<file path="src/rtl/wb_burst_reader_pkg.sv">
// Shared types and helpers for the Wishbone burst reader.
// Holds the controller state encoding and the per-word address step.
package wb_burst_reader_pkg;

  typedef enum logic [1:0] {
    IDLE,
    REQ,
    GAP,
    WAIT_SPACE
  } state_t;

  // Byte address increment between consecutive words on the bus.
  function automatic int unsigned byte_step(input int unsigned dwidth);
    return dwidth / 8;
  endfunction

endpackage

</file>
<file path="src/rtl/wb_burst_reader_if.sv">
// Classic Wishbone bus bundle between a single master and slave.
// Signal directions in the names follow the master's point of view.
interface if_wb #(
  parameter int AWIDTH = 26,
  parameter int DWIDTH = 32
);
  logic                  cyc;
  logic                  stb;
  logic                  we;
  logic [DWIDTH/8-1:0]   sel;
  logic [AWIDTH-1:0]     adr;
  logic [DWIDTH-1:0]     dat_o;
  logic [DWIDTH-1:0]     dat_i;
  logic                  ack;

  modport master (
    output cyc, stb, we, sel, adr, dat_o,
    input  dat_i, ack
  );

  modport slave (
    input  cyc, stb, we, sel, adr, dat_o,
    output dat_i, ack
  );
endinterface

</file>
<file path="src/rtl/wb_burst_reader_fifo_sync.sv">
// First-word-fall-through synchronous FIFO with occupancy count and flush.
// DEPTH must be a power of two so the pointers wrap naturally.
module fifo_sync #(
  parameter int WIDTH = 32,
  parameter int DEPTH = 16
) (
  input  logic                     clk,
  input  logic                     rst,
  input  logic                     flush,
  input  logic                     push,
  input  logic [WIDTH-1:0]         push_data,
  input  logic                     pop,
  output logic [WIDTH-1:0]         head,
  output logic [$clog2(DEPTH):0]   count,
  output logic                     empty
);
  localparam int AW = $clog2(DEPTH);

  logic [WIDTH-1:0] mem [DEPTH];
  logic [AW-1:0]    wr_ptr;
  logic [AW-1:0]    rd_ptr;
  logic             full;
  logic             do_push;
  logic             do_pop;

  assign empty   = (count == '0);
  assign full    = count[AW];
  assign do_pop  = pop && !empty;
  assign do_push = push && !full;
  assign head    = mem[rd_ptr];

  // NOTE: sequential state is updated with non-blocking assignments so every
  // register samples the pre-edge values of its peers.
  always_ff @(posedge clk or posedge rst) begin
    if (rst) begin
      wr_ptr <= '0;
      rd_ptr <= '0;
      count  <= '0;
    end else if (flush) begin
      wr_ptr <= '0;
      rd_ptr <= '0;
      count  <= '0;
    end else begin
      if (do_push) wr_ptr <= wr_ptr + AW'(1);
      if (do_pop)  rd_ptr <= rd_ptr + AW'(1);
      count <= count + (AW+1)'(do_push) - (AW+1)'(do_pop);
    end
  end

  // NOTE: the storage array has no reset; stale contents are never visible
  // because the count gates what is considered valid.
  always_ff @(posedge clk) begin
    if (do_push && !flush) mem[wr_ptr] <= push_data;
  end

endmodule

</file>
<file path="src/rtl/wb_burst_reader.sv">
// Wishbone master streaming a contiguous block of words into a local FIFO,
// releasing cyc every BURST beats and whenever the FIFO is nearly full.
module wb_burst_reader
  import wb_burst_reader_pkg::*;
#(
  parameter int AWIDTH     = 26,
  parameter int DWIDTH     = 32,
  parameter int LWIDTH     = 16,
  parameter int FIFO_DEPTH = 16,
  parameter int BURST      = 8
) (
  input  logic              clk_i,
  input  logic              rst_i,
  if_wb.master              bus,
  input  logic              start_i,
  input  logic [AWIDTH-1:0] base_i,
  input  logic [LWIDTH-1:0] len_i,
  input  logic              abort_i,
  output logic              busy_o,
  output logic              done_o,
  output logic [DWIDTH-1:0] data_o,
  output logic              valid_o,
  input  logic              ready_i
);
  localparam int STEP = byte_step(DWIDTH);
  localparam int CW   = $clog2(FIFO_DEPTH) + 1;
  localparam int BW   = $clog2(BURST + 1);

  state_t            state;
  logic [AWIDTH-1:0] adr_q;
  logic [LWIDTH-1:0] remaining;
  logic [BW-1:0]     beats;
  logic              cyc_q;
  logic              abort_pending;

  logic              ack_beat;
  logic              abort_now;
  logic              push;
  logic              pop;
  logic              flush;
  logic              fifo_empty;
  logic [CW-1:0]     fifo_count;
  logic [CW-1:0]     count_next;
  logic              room;

  assign bus.cyc   = cyc_q;
  assign bus.stb   = cyc_q;
  assign bus.we    = 1'b0;
  assign bus.sel   = '1;
  assign bus.adr   = adr_q;
  assign bus.dat_o = '0;

  assign ack_beat  = (state == REQ) && bus.ack;
  assign abort_now = abort_i || abort_pending;
  // An abort discards the beat it waited for, even if it is the last one.
  assign push      = ack_beat && !abort_now;
  assign pop       = valid_o && ready_i;
  assign flush     = (ack_beat && abort_now) ||
                     (((state == GAP) || (state == WAIT_SPACE)) && abort_i);
  assign valid_o   = !fifo_empty;

  assign count_next = fifo_count + CW'(push) - CW'(pop);
  // Entering REQ only with two free slots leaves room for the single
  // outstanding beat, so an ack can never be dropped.
  assign room       = fifo_count <= CW'(FIFO_DEPTH - 2);

  fifo_sync #(
    .WIDTH (DWIDTH),
    .DEPTH (FIFO_DEPTH)
  ) u_fifo (
    .clk       (clk_i),
    .rst       (rst_i),
    .flush     (flush),
    .push      (push),
    .push_data (bus.dat_i),
    .pop       (pop),
    .head      (data_o),
    .count     (fifo_count),
    .empty     (fifo_empty)
  );

  always_ff @(posedge clk_i or posedge rst_i) begin
    if (rst_i) begin
      state         <= IDLE;
      adr_q         <= '0;
      remaining     <= '0;
      beats         <= '0;
      cyc_q         <= 1'b0;
      busy_o        <= 1'b0;
      done_o        <= 1'b0;
      abort_pending <= 1'b0;
    end else begin
      done_o <= 1'b0;
      case (state)
        IDLE: begin
          if (start_i) begin
            if (len_i == '0) begin
              done_o <= 1'b1;
            end else begin
              adr_q         <= base_i & ~AWIDTH'(STEP - 1);
              remaining     <= len_i;
              beats         <= '0;
              busy_o        <= 1'b1;
              abort_pending <= 1'b0;
              if (room) begin
                state <= REQ;
                cyc_q <= 1'b1;
              end else begin
                state <= WAIT_SPACE;
              end
            end
          end
        end

        REQ: begin
          if (ack_beat) begin
            adr_q     <= adr_q + AWIDTH'(STEP);
            remaining <= remaining - LWIDTH'(1);
            beats     <= beats + BW'(1);
            if (abort_now) begin
              state         <= IDLE;
              cyc_q         <= 1'b0;
              busy_o        <= 1'b0;
              abort_pending <= 1'b0;
            end else if (remaining == LWIDTH'(1)) begin
              state  <= IDLE;
              cyc_q  <= 1'b0;
              busy_o <= 1'b0;
              done_o <= 1'b1;
            end else if (beats == BW'(BURST - 1)) begin
              state <= GAP;
              cyc_q <= 1'b0;
              beats <= '0;
            end else if (count_next >= CW'(FIFO_DEPTH - 1)) begin
              state <= WAIT_SPACE;
              cyc_q <= 1'b0;
              beats <= '0;
            end
          end else if (abort_i) begin
            abort_pending <= 1'b1;
          end
        end

        GAP, WAIT_SPACE: begin
          if (abort_i) begin
            state  <= IDLE;
            busy_o <= 1'b0;
          end else if (room) begin
            state <= REQ;
            cyc_q <= 1'b1;
          end else begin
            state <= WAIT_SPACE;
          end
        end

        default: begin
          state <= IDLE;
          cyc_q <= 1'b0;
        end
      endcase
    end
  end

endmodule

</file>
<file path="src/flat_wrapper.sv">
// flat-port wrapper written by rule: the top's interface ports become plain ports
module wb_burst_reader_flat import wb_burst_reader_pkg::*;
#(
  parameter int AWIDTH     = 26,
  parameter int DWIDTH     = 32,
  parameter int LWIDTH     = 16,
  parameter int FIFO_DEPTH = 16,
  parameter int BURST      = 8
)
  (clk_i, rst_i, start_i, base_i, len_i, abort_i, busy_o, done_o, data_o, valid_o, ready_i, bus_cyc, bus_stb, bus_we, bus_sel, bus_adr, bus_dat_o, bus_dat_i, bus_ack);
  if_wb #(.AWIDTH(AWIDTH), .DWIDTH(DWIDTH)) bus_i ();
  input  logic clk_i;
  input  logic rst_i;
  input  logic start_i;
  input  logic [AWIDTH-1:0] base_i;
  input  logic [LWIDTH-1:0] len_i;
  input  logic abort_i;
  output logic busy_o;
  output logic done_o;
  output logic [DWIDTH-1:0] data_o;
  output logic valid_o;
  input  logic ready_i;
  output wire logic [$bits(bus_i.cyc)-1:0] bus_cyc;
  output wire logic [$bits(bus_i.stb)-1:0] bus_stb;
  output wire logic [$bits(bus_i.we)-1:0] bus_we;
  output wire logic [$bits(bus_i.sel)-1:0] bus_sel;
  output wire logic [$bits(bus_i.adr)-1:0] bus_adr;
  output wire logic [$bits(bus_i.dat_o)-1:0] bus_dat_o;
  input wire logic [$bits(bus_i.dat_i)-1:0] bus_dat_i;
  input wire logic [$bits(bus_i.ack)-1:0] bus_ack;
  assign bus_cyc = bus_i.cyc;
  assign bus_stb = bus_i.stb;
  assign bus_we = bus_i.we;
  assign bus_sel = bus_i.sel;
  assign bus_adr = bus_i.adr;
  assign bus_dat_o = bus_i.dat_o;
  assign bus_i.dat_i = bus_dat_i;
  assign bus_i.ack = bus_ack;
  wb_burst_reader #(.AWIDTH(AWIDTH), .DWIDTH(DWIDTH), .LWIDTH(LWIDTH), .FIFO_DEPTH(FIFO_DEPTH), .BURST(BURST)) u_core (.clk_i(clk_i), .rst_i(rst_i), .bus(bus_i), .start_i(start_i), .base_i(base_i), .len_i(len_i), .abort_i(abort_i), .busy_o(busy_o), .done_o(done_o), .data_o(data_o), .valid_o(valid_o), .ready_i(ready_i));
endmodule
</file>
<file path="config.mk">
export PLATFORM = sky130hd
export DESIGN_NAME = wb_burst_reader_flat
export DESIGN_NICKNAME = d
export VERILOG_FILES = /design/src/rtl/wb_burst_reader_pkg.sv /design/src/rtl/wb_burst_reader_if.sv /design/src/rtl/wb_burst_reader_fifo_sync.sv /design/src/rtl/wb_burst_reader.sv /design/src/flat_wrapper.sv
export SDC_FILE = /design/constraint.sdc
export NUM_CORES = 1
export LEC_CHECK = 0
export BUFFER_PORTS_ARGS = -buffer_cell sky130_fd_sc_hd__buf_2
export CORE_UTILIZATION = 36
export CTS_CLUSTER_DIAMETER = 80
export DETAILED_ROUTE_END_ITERATION = 7
export GPL_ROUTABILITY_DRIVEN = 0
export SLEW_MARGIN = 20
export SYNTH_ARGS = -nofsm -noshare
export SYNTH_HDL_FRONTEND = slang
export SYNTH_HIERARCHICAL = 1
export SYNTH_SLANG_ARGS = --single-unit
</file>
<file path="constraint.sdc">
create_clock -name clk_i -period 4.21 [get_ports clk_i]
set_input_delay 1.263 -clock clk_i [delete_from_list [all_inputs] [get_ports clk_i]]
set_output_delay 1.263 -clock clk_i [all_outputs]
set_load 0.01 [all_outputs]
</file>
Word level (Yosys, flattened, before mapping)
Memory sizes are Yosys's and may differ from the RTL's.
Index checks and enable logic that the tools add are counted.
Widths: inputs -> output; s select.
{"block": "totals", "ff_bits": 65, "ramBits": 512, "in_bits": 80, "out_inout_bits": 100, "word_cells": 126, "memories": 1}
{"block": "classes", "addsub": 9, "n_lt_le_gt_ge": 2, "eq_ne": 14, "n_mux": 62, "reduce_logical": 27}
{"name": "u_core.u_fifo.mem", "words": 16, "width": 32, "read_ports": 1, "rd_ports_with_merged_regs": 0, "wr": 1, "line_no": "wb_burst_reader_fifo_sync.sv:19", "text": "logic [WIDTH-1:0] mem [DEPTH];"}
{"operator": "$mux 26", "n": 3}
{"operator": "$pmux 26 s2", "n": 1}
{"operator": "$mux 16", "n": 3}
{"operator": "$mux 4", "n": 11}
{"operator": "$pmux 16 s2", "n": 1}
{"operator": "$mux 1", "n": 27}
{"operator": "$add 26x3->26 const B", "n": 1}
{"operator": "$mux 2", "n": 9}
{"operator": "$eq 16x1->1 const B", "n": 1}
{"operator": "$logic_not 16->1", "n": 1}
{"operator": "$sub 16x1->16 const B", "n": 1}
{"operator": "$reduce_and 5->1", "n": 3}
{"operator": "$add 4x1->4 const B", "n": 3}
{"operator": "$add 5x1->5", "n": 2}
{"operator": "$sub 5x1->5", "n": 2}
{"operator": "$logic_and 1x1->1", "n": 8}
{"operator": "$ne 2x2->1 const B", "n": 4}
{"operator": "$pmux 4 s2", "n": 1}
{"operator": "$reduce_and 4->1", "n": 2}
{"operator": "$ne 3x2->1 const B", "n": 2}
{"operator": "$pmux 1 s3", "n": 2}
{"operator": "$pmux 2 s3", "n": 1}
{"operator": "$reduce_bool 2->1", "n": 3}
{"operator": "$ge 5x4->1 const B", "n": 1}
{"operator": "other kinds (14)", "n": 21}

Longest topological paths before layout
Gate-level depths: netlist of run 1.
{"block": "depth", "word_depth": 12, "mapped_depth": 16, "ltp_nobuf": 16}

By module
Netlist of run 1, hierarchy kept.
{"module": "fifo_sync", "n_inst": 1, "cells_per_inst": 1023, "area_per_inst_um2": 20460.9, "seq_area_each_um2": 15700.1}
{"module": "wb_burst_reader", "n_inst": 1, "cells_per_inst": 452, "area_per_inst_um2": 3627.2, "seq_area_each_um2": 1251.2}

Least setup slack after synthesis of run 1
Ideal clock, no wire load.
{"block": "synth_path", "kind": "input-to-reg", "from": "input bus_ack", "to": "memory u_core.u_fifo.mem[5][0], enable pin", "setup_time_ns": 0.421, "arrival_ns": 3.717, "required_time_ns": 3.789, "slack_ns": 0.072, "path_stages": 6, "n_path_buf": 1, "path_cell_list": "and2_1 -> clkbuf_1 -> a21oi_1 -> a21oi_1 -> or3b_2 -> nor2_1"}
{"block": "synth_between", "elab_chain_cells": 7, "word_cells_on_any_way": 9, "cone_classes": "2 x mux; 7 x reduce/logical"}
{"element": "start: declaration", "line_no": "flat_wrapper.sv:30", "text": "input wire logic [$bits(bus_i.ack)-1:0] bus_ack;"}
{"element": "$logic_and 1x1->1", "line_no": "wb_burst_reader.sv:53", "text": "assign ack_beat = (state == REQ) && bus.ack;"}
{"element": "$logic_and 1x1->1", "line_no": "wb_burst_reader.sv:58", "text": "assign flush = (ack_beat && abort_now) ||"}
{"element": "$logic_or 1x1->1", "line_no": "wb_burst_reader.sv:58"}
{"element": "named net u_core.flush", "line_no": "wb_burst_reader.sv:40", "text": "logic flush;"}
{"element": "$logic_not 1->1", "line_no": "wb_burst_reader_fifo_sync.sv:53", "text": "if (do_push && !flush) mem[wr_ptr] <= push_data;"}
{"element": "$logic_and 1x1->1", "line_no": "wb_burst_reader_fifo_sync.sv:53"}
{"element": "$mux 1", "line_no": "wb_burst_reader_fifo_sync.sv:53"}
{"element": "$mux 1 (implied by the code)", "line_no": "wb_burst_reader_fifo_sync.sv:53"}
{"element": "end: declaration", "line_no": "wb_burst_reader_fifo_sync.sv:19"}
The timed path passes the listed nets, and every way through them passes these cells.

Worst setup path after layout of run 1
{"block": "layout_path", "from": "register u_core.u_fifo.rd_ptr[0]", "to": "output data_o[1]"}
{"block": "layout_between", "elab_chain_cells": 1}
{"element": "start: declaration", "line_no": "wb_burst_reader_fifo_sync.sv:21", "text": "logic [AW-1:0] rd_ptr;"}
{"element": "start signal: assignment", "line_no": "wb_burst_reader_fifo_sync.sv:45", "text": "if (do_pop) rd_ptr <= rd_ptr + AW'(1);"}
{"element": "$mem_v2 16x32"}
{"element": "end: declaration", "line_no": "flat_wrapper.sv:20", "text": "output logic [DWIDTH-1:0] data_o;"}
No other way between the ends.

==> summary.txt, run 1 <==
Status: finished, violations left
Failing checks: DRC
Setup TNS: 0 ns
Filler cells: 5,776
Syn Inst Count: 1,475
Nets@finish: 1,767
Ys async rst share: 0.1096
Post-synth EDFFs: 512
Chip width: 260.7 um
Top cells by area, synth: edfxtp_1, dfrtp_1, mux4_2, mux2i_1, a221oi_1
Post-synth top area share: 0.6383
Mapped cell area: 24,090 um2
Worst EP arrival: 2.72 ns
Starting density of the core: 0.3651
Multi-input combinational cell area: 6523 um2
Global route total overflow: 0
Max Slew Vio Count: 0
DRC: 32
CTS tree: done
WL per Instance: 21.76 um
Worst slew margin: 0.3717
Post-layout util: 0.4269
Synth Register Bits: 575
Num Clock Sinks: 575
Endpoints failing setup: 0
Core area: 65,980 um2
Die Ht: 260.7 um
CTS clk-pin slew, worst paths: 0.06 ns
HPWL after DPL: 32.19 mm
Top_reg_cell synth: edfxtp_1
N_diodes: 0
Register area: 16,960 um2
Pleak: 9.762 nW
Initial antenna violation count: 6
Vias in the first global route: 13,790
Worst VDD drop: 0.0003306 V
Largest net degree at the start of global routing: 72
Root buf cell: clkbuf_16
Avg Cell Area, Syn: 16.33 um2
Die footprint: 67,950 um2
Worst skew pair latency: 0.60 ns
H-tree depth: 3
PwrDens: 623.4 nW/um2
Max-cap violations: 0
Min cycle time layout: 3.983 ns
Synth cell count leaders: edfxtp_1, mux2i_1, nand2_1
Clock buffer depth: 3
RSZ-0062 raised after global routing: false
Min-Delay Path Class: flip-flop to flip-flop
CTS Buf Count: 66
Hold_buf cts: 0
DR iter-0 viols: 1,000
Post-synthesis sequential area ratio: 0.7037
Routed WL: 56.03 mm
DR vias: 13,650
Crit Path Class: flip-flop to primary output
Detailed Routing Iterations Pass 1: 7
Remaining antenna violation count: 0
Vias per inst: 5.299
Final cycle utilization of the critical path: 0.9461
Critical Path Source Type: flip-flop
Number of distinct library cells after synthesis: 64
Row cnt: 94
Count leader, synth: edfxtp_1
Critical Path End Type: primary output
Worst Skew: 0.02049 ns
F_max: 251.1 MHz
Hold Fails Final Rpt: 0
I/O Pins: 180
Cell taking the most area after synthesis: edfxtp_1
Port Buffers: 138
First-pass GRT wire length: 84.29 mm
Critical Path Fanout Max: 34
Layout cells sized above 1: 0.2303
Synth warn: 6
Worst slew pin tran: 0.9425 ns
All-Layer GR Usage: 0.1661
CP Data Required Time: 2.95 ns
Area growth syn-to-layout: 16.93%
## where the power goes
part	switching, mW	internal (mW)
logic	2.96	2.21
registers	0.385	6.53
clock network	2.24	3.23
total	5.59	12.0
## cell families (layout without fill, tap and decap cells)
group / Yosys count / in the layout / share of synthesized area
AOI/OAI and AO/OA: 281 / 281 / 0.07843
other: 2 / 39 / 0.0003118
and+or+nand+nor: 238 / 238 / 0.04789
buffers and inverters: 149 / 348 / 0.03750
DFF: 575 / 575 / 0.7037
muxes: 195 / 195 / 0.1149
xor gates and xnor gates: 10 / 10 / 0.003636
adders and majority gates: 25 / 25 / 0.01361
## per-layer routing
layer,part of all wire,GRT usage,vias up
met5,0.0011,0,-
met4,0.024,0.05702,10
met3,0.047,0.03293,90
met2,0.50,0.2835,358
met1,0.42,0.2101,7025
li1,-,-,6162
## sequential cells by signal, summed over array words and instances, names as in the netlist
register and flops:
u_core/state 2, u_core/done_o 1, u_core/bus.adr 24, u_core/u_fifo/rd_ptr 4
u_core/abort_pending 1, u_core/beats 4, u_core/u_fifo/wr_ptr 4, u_core/u_fifo/mem 512
u_core/remaining 16, u_core/bus.cyc 1, u_core/busy_o 1, u_core/u_fifo/count 5
## final timing paths
| kind | startpoint | to | slack, ns | cells past startpoint |
|---|---|---|---|---|
| setup / recovery | u_core/u_fifo/rd_ptr[0] | data_o[1] | 0.23 | 7 |
| hold / removal | u_core/remaining[11] | u_core/remaining[11] | 0.51 | 2 |
| setup reg to reg | u_core/u_fifo/count[2] | u_core/beats[3] | 0.55 | 15 |
| hold reg to reg | u_core/remaining[11] | u_core/remaining[11] | 0.51 | 2 |
| max in group asynchronous | rst_i | u_core/state[0] | 2.72 | 2 |
| min in group asynchronous | rst_i | u_core/u_fifo/rd_ptr[0] | 0.74 | 2 |
## cells in the final DEF, fill, tap and decap left out, types with 6 or more instances in the layout
cell / count
clkbuf_1: 9
nand2b_1: 6
o21ai_0: 57
nor2b_1: 7
buf_2: 138
clkinv_2: 13
nand3_1: 30
nand2_1: 78
inv_1: 29
buf_12: 19
a22oi_1: 32
conb_1: 39
o22ai_1: 14
mux4_2: 60
dfrtp_1: 60
a2bb2oi_1: 7
a21oi_1: 66
clkbuf_16: 67
ha_1: 23
clkinv_1: 14
nand4_1: 9
nor2_1: 45
mux2i_1: 131
nor3_1: 13
a221oi_1: 64
xor2_1: 6
buf_4: 43
edfxtp_1: 512
nor2_4: 16
## area by class of cell
type,count,area share
Sequential cell,575,0.6021
Multi-Input combinational cell,788,0.2316
Clock buffer,79,0.06219
Timing Repair Buffer,201,0.04989
Tap cell,864,0.03838
Clock inverter,38,0.01177
Inverter,30,0.004042
## what timing repair did
item / in CTS / in global routing
setup buffers: 0 / 1
endpoints found under the setup margin: 0 / 11
gates resized for setup: 0 / 0
## critical path, cell delays in order (launching register included)
cell      delay, ns
dfrtp_4        0.60
buf_12         0.29
buf_12         0.20
mux2i_1        0.08
a221oi_1       0.46
o21ai_0        0.17
nand2_1        0.12
buf_2          0.13
## through the flow
stage          area [um2]  worst slack, ns  cells  hold WS [ns]  power (mW)
4_1_cts             28150          0.04416   2574        0.5109       17.74
3_3_place_gp        26070           0.4259   2457        0.4919       12.13
3_5_place_dp        26070           0.4229   2457        0.4983       12.24
2_1_floorplan       24230          0.07159   1512        0.4716       10.65
5_1_grt             28170          0.01265   2575        0.5542       18.47
6_report            28170           0.2268   2575        0.5063       17.56
Note: power is estimated with default switching activity, not from simulation.
==> run 2: changes to the inputs <==
--- a/config.mk
+++ b/config.mk
@@ -10,6 +10,7 @@
 export CTS_CLUSTER_DIAMETER = 80
 export DETAILED_ROUTE_END_ITERATION = 7
 export GPL_ROUTABILITY_DRIVEN = 0
+export REMOVE_ABC_BUFFERS = 1
 export SLEW_MARGIN = 20
 export SYNTH_ARGS = -nofsm -noshare
 export SYNTH_HDL_FRONTEND = slang
==> summary.txt, run 2 (synthesized netlist as in run 1, its figures left out) <==
Status: finished, violations left
Failing checks: DRC
Final cycle utilization of the critical path: 0.9643
All-Layer GR Usage: 0.1611
Post-layout util: 0.4239
DR vias: 13,630
DRC: 24
Top Metal Used: met5
Worst VDD drop: 0.0004170 V
Worst EP arrival: 2.80 ns
Min-Delay Path Class: flip-flop to flip-flop
Port Buffers: 138
DR iter-0 viols: 1,104
Max-cap violations: 0
Largest net degree at the start of global routing: 85
Critical Path Fanout Max: 36
HPWL after DPL: 32.21 mm
Critical Path End Type: primary output
WL met2: 27.52 mm
CTS clk-pin slew, worst paths: 0.06 ns
Met1 wire length: 23.39 mm
CP Cell Sequence: clkbuf_8 > and2_2 > buf_6 > a221oi_1 > o21ai_0 > nand2_1 > buf_2
Chip width: 260.7 um
CP max stage delay: 0.45 ns
N_diodes: 0
Crit path max-delay cell type: dfrtp_1
Buf/Inv on CP: 3
Crit Path Class: flip-flop to primary output
Worst Skew: 0.02239 ns
Detailed Routing Iterations Pass 1: 7
Layout cells sized above 1: 0.2255
CTS Buf Count: 61
PwrDens: 613.3 nW/um2
Endpoints failing setup: 0
Pleak: 9.650 nW
F_max: 246.3 MHz
Worst skew pair latency: 0.61 ns
Min cycle time layout: 4.060 ns
Critical Path Source Type: flip-flop
H-tree depth: 2
WL per Instance: 21.37 um
Row cnt: 94
Worst slew margin: 0.2971
Commonest non-fill, non-tap cell in the layout: edfxtp_1
Largest Register: u_core/u_fifo/mem
Routed WL: 54.94 mm
Met3 wire len: 3.250 mm
Initial antenna violation count: 1
Nets@finish: 1,762
CP Data Required Time: 2.95 ns
Core area: 65,980 um2
Worst path top cell family by delay: buffers and inverters
Vias in the first global route: 13,880
Largest register FFs: 512
Clock buffer depth: 3
Max Slew Vio Count: 0
Die footprint: 67,950 um2
Vias per inst: 5.299
Global route total overflow: 0
Remaining antenna violation count: 0
I/O Pins: 180
Setup TNS: 0 ns
Hold Fails Final Rpt: 0
Root buf cell: clkbuf_16
Filler cells: 5,911
Die Ht: 260.7 um
RSZ-0062 raised after global routing: false
Worst slew pin tran: 1.052 ns
Area growth syn-to-layout: 16.11%
Most frequent cells in the layout: edfxtp_1, buf_2, mux2i_1
Starting density of the core: 0.3651
First-pass GRT wire length: 83.08 mm
Num Clock Sinks: 575
CTS tree: done
[run 2: metal layers]
metal	up-vias	GRT usage
met5	-	0
met4	2	0.03281
met3	66	0.03497
met2	373	0.2776
met1	7018	0.2084
li1	6166	-
[run 2: final timing paths]
check                                          to                    start  cells after the start  slack [ns]
hold / removal                    u_core/beats[0]          u_core/beats[0]                      1        0.52
setup reg to reg                  u_core/beats[3]   u_core/u_fifo/count[2]                     15        0.48
setup / recovery                       data_o[12]  u_core/u_fifo/rd_ptr[2]                      7        0.15
min in group asynchronous  u_core/u_fifo/count[4]                    rst_i                      2        0.73
hold reg to reg                   u_core/beats[0]          u_core/beats[0]                      1        0.52
max in group asynchronous         u_core/state[0]                    rst_i                      2        2.97
[run 2: report_power, final]
part           total [mW]  switching (mW)  internal, mW  leakage, nW
logic                5.05            2.91          2.14         3.36
clock network        5.20            2.18          3.02        0.943
registers            6.90           0.371          6.53         5.34
total                17.2            5.46          11.7         9.65
[run 2: worst register-to-register path: stages, from the launching register on]
cell     delay, ns
dfrtp_1       0.45
inv_1         0.11
ha_1          0.14
or4b_2        0.68
inv_1         0.11
nor2b_1       0.08
ha_1          0.28
inv_1         0.04
ha_1          0.20
fa_1          0.44
xnor2_1       0.16
nor3b_1       0.22
mux2i_1       0.15
a31o_2        0.26
a32oi_1       0.20
o21ai_1       0.10
[run 2: layout make-up]
class | instances | area [um2] | area share
repair buffers | 200 | 1348 | 0.04818
well taps | 864 | 1081 | 0.03865
clock buffers | 74 | 1575 | 0.05632
flip-flops and latches | 575 | 16960 | 0.6064
inverters | 30 | 115.1 | 0.004116
multi-input cells | 789 | 6531 | 0.2335
clock inverters | 39 | 359.1 | 0.01284
[run 2: stage by stage]
step	instances	total power [mW]	hold WS, ns	area [um2]	worst slack, ns
floorplan	1393	10.33	0.4716	23440	-4.828
global placement	2455	11.99	0.4931	25970	0.3107
detailed placement	2455	12.08	0.5079	25970	0.2883
CTS	2569	17.33	0.5184	27930	0.01029
global route	2571	18.01	0.5356	27970	0.007225
finish	2571	17.15	0.5186	27970	0.1501
[run 2: what timing repair did]
| action | 4_1_cts | 5_1_grt |
|---|---|---|
| endpoints found under the setup margin | 31 | 11 |
| resized for setup | 4 | 2 |
| cloned | 1 | 0 |
| buffers inserted | 0 | 1 |
| hold buffers | 0 | 0 |
